File: src/rtl/dmem_pkg.sv
// Shared types and constants for the CPU data-memory responder.
package dmem_pkg;

  localparam int DMEM_ADDR_W = 5;
  localparam int DMEM_DATA_W = 32;
  localparam int WAIT_CNT_W  = 4;

  typedef enum logic [1:0] {
    IDLE = 2'd0,
    WAIT = 2'd1,
    RESP = 2'd2
  } dmem_state_e;

endpackage

File: src/rtl/dmem_array.sv
// Word-addressed register array: one synchronous write port, two combinational
// read ports (transaction path and debug side port), cleared on reset.
module dmem_array
  import dmem_pkg::*;
#(
  parameter int ADDR_W = DMEM_ADDR_W,
  parameter int DATA_W = DMEM_DATA_W
) (
  input  logic              clk,
  input  logic              reset,
  input  logic              we,
  input  logic [ADDR_W-1:0] waddr,
  input  logic [DATA_W-1:0] wdata,
  input  logic [ADDR_W-1:0] raddr,
  output logic [DATA_W-1:0] rdata,
  input  logic [ADDR_W-1:0] dbg_addr,
  output logic [DATA_W-1:0] dbg_rdata
);

  localparam int DEPTH = 2 ** ADDR_W;

  logic [DATA_W-1:0] mem [DEPTH];

  // Storage update: whole array cleared on reset, single write port otherwise.
  always_ff @(posedge clk or posedge reset) begin
    if (reset) begin
      for (int i = 0; i < DEPTH; i++) begin
        mem[i] <= DATA_W'(0);
      end
    end else if (we) begin
      mem[waddr] <= wdata;
    end
  end

  assign rdata     = mem[raddr];
  assign dbg_rdata = mem[dbg_addr];

endmodule

File: src/rtl/dmem_responder.sv
// Responder end of the CPU data-memory interface: request/response handshakes
// with programmable wait states, plus a debug read port and access counter.
module dmem_responder
  import dmem_pkg::*;
#(
  parameter int ADDR_W      = DMEM_ADDR_W,
  parameter int DATA_W      = DMEM_DATA_W,
  parameter int WAIT_CYCLES = 1,
  parameter int CNT_W       = 10
) (
  input  logic              clk_150MHz,
  input  logic              reset,
  input  logic              req_valid,
  output logic              req_ready,
  input  logic              req_we,
  input  logic [ADDR_W-1:0] req_addr,
  input  logic [DATA_W-1:0] req_wdata,
  output logic              rsp_valid,
  input  logic              rsp_ready,
  output logic              rsp_we,
  output logic [DATA_W-1:0] rsp_rdata,
  input  logic [ADDR_W-1:0] dbg_addr,
  output logic [DATA_W-1:0] dbg_rdata,
  output logic [CNT_W-1:0]  access_count
);

  localparam logic [WAIT_CNT_W-1:0] WAIT_LOAD = WAIT_CNT_W'(WAIT_CYCLES);

  dmem_state_e             state;
  dmem_state_e             next_state;
  logic                    cap_we;
  logic [ADDR_W-1:0]       cap_addr;
  logic [DATA_W-1:0]       cap_wdata;
  logic [WAIT_CNT_W-1:0]   wait_cnt;
  logic                    access_now;
  logic                    mem_we;
  logic [DATA_W-1:0]       mem_rdata;

  // The access happens on the last WAIT edge, so a write lands before the next acceptance.
  assign access_now = (state == WAIT) && (wait_cnt == WAIT_CNT_W'(0));
  assign mem_we     = access_now && cap_we;

  dmem_array #(
    .ADDR_W (ADDR_W),
    .DATA_W (DATA_W)
  ) u_array (
    .clk       (clk_150MHz),
    .reset     (reset),
    .we        (mem_we),
    .waddr     (cap_addr),
    .wdata     (cap_wdata),
    .raddr     (cap_addr),
    .rdata     (mem_rdata),
    .dbg_addr  (dbg_addr),
    .dbg_rdata (dbg_rdata)
  );

  // FSM state register.
  always_ff @(posedge clk_150MHz or posedge reset) begin
    if (reset) begin
      state <= IDLE;
    end else begin
      state <= next_state;
    end
  end

  // Next-state and handshake decode.
  always_comb begin
    next_state = state;
    req_ready  = 1'b0;
    rsp_valid  = 1'b0;
    case (state)
      IDLE: begin
        req_ready = 1'b1;
        if (req_valid) begin
          next_state = WAIT;
        end else begin
          next_state = IDLE;
        end
      end
      WAIT: begin
        if (wait_cnt == WAIT_CNT_W'(0)) begin
          next_state = RESP;
        end else begin
          next_state = WAIT;
        end
      end
      RESP: begin
        rsp_valid = 1'b1;
        if (rsp_ready) begin
          next_state = IDLE;
        end else begin
          next_state = RESP;
        end
      end
      default: begin
        next_state = IDLE;
      end
    endcase
  end

  // Request capture, wait countdown, response data and completion counter.
  always_ff @(posedge clk_150MHz or posedge reset) begin
    if (reset) begin
      cap_we       <= 1'b0;
      cap_addr     <= ADDR_W'(0);
      cap_wdata    <= DATA_W'(0);
      wait_cnt     <= WAIT_CNT_W'(0);
      rsp_we       <= 1'b0;
      rsp_rdata    <= DATA_W'(0);
      access_count <= CNT_W'(0);
    end else begin
      case (state)
        IDLE: begin
          if (req_valid) begin
            cap_we    <= req_we;
            cap_addr  <= req_addr;
            cap_wdata <= req_wdata;
            wait_cnt  <= WAIT_LOAD;
          end
        end
        WAIT: begin
          if (wait_cnt != WAIT_CNT_W'(0)) begin
            wait_cnt <= wait_cnt - WAIT_CNT_W'(1);
          end else begin
            rsp_we    <= cap_we;
            rsp_rdata <= cap_we ? DATA_W'(0) : mem_rdata;
          end
        end
        RESP: begin
          if (rsp_ready) begin
            access_count <= access_count + CNT_W'(1);
          end
        end
        default: begin
          wait_cnt <= WAIT_CNT_W'(0);
        end
      endcase
    end
  end

endmodule
File: config.mk
export PLATFORM = sky130hd
export DESIGN_NAME = dmem_responder
export DESIGN_NICKNAME = d
export VERILOG_FILES = /design/src/rtl/dmem_pkg.sv /design/src/rtl/dmem_array.sv /design/src/rtl/dmem_responder.sv
export SDC_FILE = /design/constraint.sdc
export NUM_CORES = 2
export LEC_CHECK = 0
export ABC_CLOCK_PERIOD_IN_PS = 54400
export CAP_MARGIN = 40
export CORE_MARGIN = 5
export CORE_UTILIZATION = 46
export DETAILED_ROUTE_END_ITERATION = 6
export PLACE_DENSITY = 0.72
export SLEW_MARGIN = 0
export SYNTH_ARGS = -nofsm -noshare
export SYNTH_HDL_FRONTEND = slang
export SYNTH_SLANG_ARGS = --single-unit
File: constraint.sdc
create_clock -name clk_150MHz -period 54.4 [get_ports clk_150MHz]
set_input_delay 10.88 -clock clk_150MHz [delete_from_list [all_inputs] [get_ports clk_150MHz]]
set_output_delay 10.88 -clock clk_150MHz [all_outputs]
set_load 0.01 [all_outputs]
* After elaboration in Yosys (flattened, before gate mapping)
Cells that the tools add are included.
** Cells by class
- $add $sub $neg :: 2
- $lt $le $gt $ge :: 3
- Equal/unequal tests :: 4
- Multiplexer cells :: 19
- Bitwise logic cells :: 4
- Reduce and logical (&&, ||, !) cells :: 10
** Operators by type and width (count)
- $bwmux 1024 :: 1
- $bmux 32 s5 :: 2
- $mux 32 :: 6
- $demux 32 s5 :: 1
- $ge 6x6->1 const B :: 2
- $not 5->6 :: 2
- $pmux 4 s3 :: 1
- $add 10x1->10 const B :: 1
- $mux 4 :: 2
- $lt 6x1->1 const B :: 1
- $pmux 2 s3 :: 1
- $reduce_and 2->1 :: 3
- $logic_not 4->1 :: 1
- $mux 2 :: 2
- $reduce_bool 4->1 :: 1
- $sub 4x1->4 const B :: 1
- $logic_and 1x1->1 :: 3
- $mux 1 :: 3
- $reduce_and 3->1 :: 1
- $eq 2x1->1 const B :: 1
- $eq 2x2->1 const B :: 1
- $logic_not 2->1 :: 1
- $ne 2x1->1 const B :: 1
- $ne 2x2->1 const B :: 1
- $not 1->1 :: 2
** Word-level totals
- Register bits :: 1111
- Input bits :: 47
- Output and inout port bits :: 77
- Word-level logic and storage cells :: 82

* Longest topological paths before layout
- Word-level depth :: 6
- Mapped depth :: 9
- Depth with buffers taken out :: 6

* By module
A second synthesis with hierarchy kept.
** Second synthesis, totals
- Cell total of the unflattened synthesis :: 4868
- Area, all modules :: 60022.6 um2
** Modules (own cells, without submodules)
- dmem_array :: times used 1, cells each 4606, area each 56248.9 um2, sequential area each 25624.6 um2
- dmem_responder :: times used 1, cells each 262, area each 3773.6 um2, sequential area each 2177.1 um2

* Worst setup path after synthesis
Ideal clock, no wire load.
- Path type :: input -> output
- Start point :: in dbg_addr[1]
- End point :: out dbg_rdata[10]
- Arrival :: 12.725 ns
- Slack :: 30.795 ns
- Stages :: 6
- Path buffers :: 3
- Path through :: clkbuf_1 buf_2 buf_1 mux4_2 a221oi_1 a21oi_1
** On the way
- Cells in the longest elaborated chain, start to end :: 4
** RTL lines
- start: declaration :: RTL line dmem_responder.sv:22 : input logic [ADDR_W-1:0] dbg_addr,
- $not 5->6 (implied by the code) :: RTL line dmem_array.sv:36 : assign dbg_rdata = mem[dbg_addr];
- $bmux 32 s5 :: RTL line dmem_array.sv:36
- $mux 32 (implied by the code) (2 in series) :: RTL line dmem_array.sv:36
- end: declaration :: RTL line dmem_responder.sv:23 : output logic [DATA_W-1:0] dbg_rdata,
No other way between the ends. The select of a mux whose other input is x is not followed.

* Worst setup path after layout
- Start point :: in dbg_addr[0]
- End point :: out dbg_rdata[20]
Same word-level chain as after synthesis.

==> results.cfg <==
[route]
vias = 38837
drt_first_iter_violations = 4676
vias_per_cell = 6.72
drt-wirelength-per-cell_um = 32.3
wl_mm = 187
detail_route.drc_violations = 0
detail_route.first_pass.iterations = 5
route.antenna.remaining_nets = 0

[power_and_ir_drop]
vdd.ir_drop.worst_v = 0.0000312
power_per_cell_area_mw_per_mm2 = 53.3
comb_power_share_pct = 35.3
internal_power_mw = 2.29
clkPwrFrac_pct = 23.9
total_switching_power_mw = 1.21
total_leakage_power_nw = 30.6
pwr-share-seq_pct = 40.8
netSwitchingFraction_pct = 34.6
total_power_mw = 3.50

[worst_setup_path]
end_kind = primary output
ff2ff_path_depth = 9
timing.critical_path.depth = 11
cp_slowest_cell = clkdlybuf4s50_1
crit_path_cell_trace = buf_8 -> buf_4 -> buf_16 -> buf_4 -> buf_4 -> buf_16 -> mux4_2 -> mux2i_1 -> a22o_1 -> a21oi_1 -> clkdlybuf4s50_1
cell_type_with_the_highest_occurrence_count_on_the_critical_path = buf_4
crit_fanout = 75
crit_arrival_ps = 14950
worst_stage_delay_on_the_critical_path_ps = 630
type_of_origin_of_the_critical_path = primary input
timing.critical_path.required_ps = 43520
path_buf_inv = 7
setup.worst_path.class = primary input to primary output
critical_path.top_delay_family = buffers and inverters

[floorplan]
io_pins = 124
core_region_area_sq_mm = 0.124
die_width_um = 363
chipHeight_um = 363
placementRows = 129
design.die.area_sq_mm = 0.132
start_util_pct = 46.4

[place]
place.gp.congestion = 0.812
dpl_cell_area_sq_mm = 0.0617
place_worst_setup_slack_ps = 28540
hpwlAfterDp_mm = 106
numPortBuffers = 123

[cells_and_area]
antenna_diode_instance_count = 0
finalInstanceArea_sq_mm = 0.0657
fin_nets = 4098
syn_to_final_growth_pct = 14.5
proportion_of_layout_cells_with_a_drive_suffix_above_1_pct = 41.3

[worst_hold_path]
whs_path_depth = 1
worst_hold_path_type = flip-flop to flip-flop

[yosys]
synthTopCellsByArea = dfrtp_1 48%, mux2_2 21%, mux2i_1 10%
yosysUniqueCellTypes = 48
sequential_area_share_after_synthesis_pct = 48.4
synth_flop_cell = dfrtp_1
synth-async-reset-ratio_pct = 100
netlist_area_sq_mm = 0.0574
postSynthNetCount = 4128
postSynthAreaPerCell_sq_um = 14.1
share_of_the_synthesized_area_in_the_top_cell_type_pct = 48.4
synth_warnings = 0
synth_largest_area_cell = dfrtp_1
synth_enable_flop_cells = 0
ys_seq_elements = 1111
syn_inst = 4079

[cts]
cts_max_level = 3
numClockSinks = 1111
hold_fix_buffers_cts = 0
clock_insertion_delay_worst_skew_ps = 710
cts.repair_timing.setup_buffer_count = 0
clock_path_buffers = 3
root_buffer = clkbuf_16
cts_tree = done
post_cts_resize_count = 0
clkSlewWorstSetupHoldPaths_ps = 60
cts_inserted_buffers = 114

[sta]
period_minus_slack_ps = 25830
setup-violations-final = 0
max_clock_freq_mhz = 38.7
final_max_slew_viol_count = 0
worst_pin_slew_ps = 1080
rsz0062_at_grt = no
report.final.hold_viol_count = 0
relSlewSlack_pct = 27.8
timing.clock.skew_ps = 27.2
setup_tns_ps = 0
layout_setup_ws_ps = 28570
finalCritPeriodShare_pct = 47.5

[global_route]
grt_use_total_pct = 27.8
grt_first_pass_wirelength_mm = 273
antenna_violations_before_repair = 0
largest_net_degree_at_the_start_of_global_routing = 177
grt_pass1_vias = 39284
remaining_global_route_overflow = 0

[outcome]
result_of_the_run = finished, final reports clean

[run]
maxCapViolations = 0
## stage by stage
| stage | util [%] | instances | hold slack [ps] |
|---|---|---|---|
| 2_1_floorplan | - | 4079 | 464 |
| 3_3_place_gp | 48.3 | 5497 | 460 |
| 3_5_place_dp | 49.8 | 5570 | 464 |
| 4_1_cts | 53.1 | 5781 | 478 |
| 5_1_grt | 53.1 | 5781 | 511 |
| 6_report | 53.1 | 5781 | 474 |
## power by group through the flow
stage               combinational, mW  sequential (mW)  clock (mW)
floorplan                       0.871             1.33           0
global placement                 1.03             1.48           0
detailed placement               1.22             1.43           0
CTS                              1.23             1.41       0.848
global route                     1.30             1.46       0.882
finish                           1.24             1.43       0.837
## metal layers
metal  vias to the layer above  wire length, um  global-route usage, %  part of all wire [%]
li1                      15592                -                      -                     -
met1                     20603            74600                   37.7                    40
met2                      2085            83300                   42.3                    45
met3                       557            18500                   7.14                   9.9
met4                         0            10100                   13.0                   5.4
met5                         -                0                      0                     0
## worst paths after layout
kind	to	slack [ps]	startpoint
max reg2reg	rsp_rdata[10]	49950	cap_addr[1]
min reg2reg	access_count[9]	470	access_count[9]
max in group asynchronous	u_array.mem[783]	40840	reset
max	dbg_rdata[20]	28570	dbg_addr[0]
min	access_count[9]	470	access_count[9]
min in group asynchronous	cap_addr[1]	10710	reset
## synthesized netlist by cell type (all sizes together) (2+ instances only)
cell type  number
o31ai           2
and2            2
xor2            2
mux2i         577
a22oi          32
a22o           65
a221oi         32
nand2          54
buf           169
inv             6
nor4           64
nand4b          5
nor3            6
nor2           25
o22ai         257
dfrtp        1111
a21oi          34
o21ai           2
mux2         1063
nand3           9
ha              2
mux4          256
nand4           7
nand4bb         6
clkbuf        260
nand2b          2
xnor2           7
or4b            5
nor2b          10
## cell families after synthesis
group,synth area share [%]
XOR/XNOR,0.137
buffers and inverters,3.31
flip-flops,48.4
AND/OR/NAND/NOR,2.06
AO/OA/AOI/OAI,5.05
multiplexers,41.0
adder cells (fa/ha/maj),0.0436
## layout by cell type (no fill, tap or decap), drive strengths merged, types with 5 or more instances in the layout
master | Yosys | final
a21oi | 34 | 34
a221oi | 32 | 32
a22o | 65 | 65
a22oi | 32 | 32
buf | 169 | 164
bufinv | 0 | 14
clkbuf | 260 | 163
clkdlybuf4s50 | 0 | 119
clkinv | 0 | 27
clkinvlp | 0 | 5
dfrtp | 1111 | 1111
inv | 6 | 8
mux2 | 1063 | 1063
mux2i | 577 | 577
mux4 | 256 | 256
nand2 | 54 | 54
nand3 | 9 | 9
nand4 | 7 | 7
nand4b | 5 | 5
nand4bb | 6 | 6
nor2 | 25 | 25
nor2b | 10 | 10
nor3 | 6 | 6
nor4 | 64 | 64
o22ai | 257 | 257
or4b | 5 | 5
xnor2 | 7 | 7
## layout make-up
| type | count | area [sq um] |
|---|---|---|
| Inverter | 6 | 30.0 |
| Clock buffer | 163 | 3360 |
| Fill cell | 10030 | 58100 |
| Tap cell | 1637 | 2050 |
| Timing Repair Buffer | 283 | 3770 |
| Multi-Input combinational cell | 2533 | 28000 |
| Clock inverter | 48 | 662 |
| Sequential cell | 1111 | 27800 |
## worst reg2reg max path: cells and delay by family (launching register included)
family / cells / cell delay, ps
buffers and inverters: 4 / 2220
flip-flops: 1 / 880
AND/OR/NAND/NOR: 2 / 570
AO/OA/AOI/OAI: 2 / 390
multiplexers: 1 / 290
## sequential cells by signal, summed over array words and instances, names as in the netlist
| register | flops |
|---|---|
| cap_wdata | 32 |
| rsp_rdata | 32 |
| rsp_we | 1 |
| state | 2 |
| cap_we | 1 |
| cap_addr | 5 |
| wait_cnt | 4 |
| access_count | 10 |
| u_array.mem | 1024 |
(Power assumes the default switching activity.)
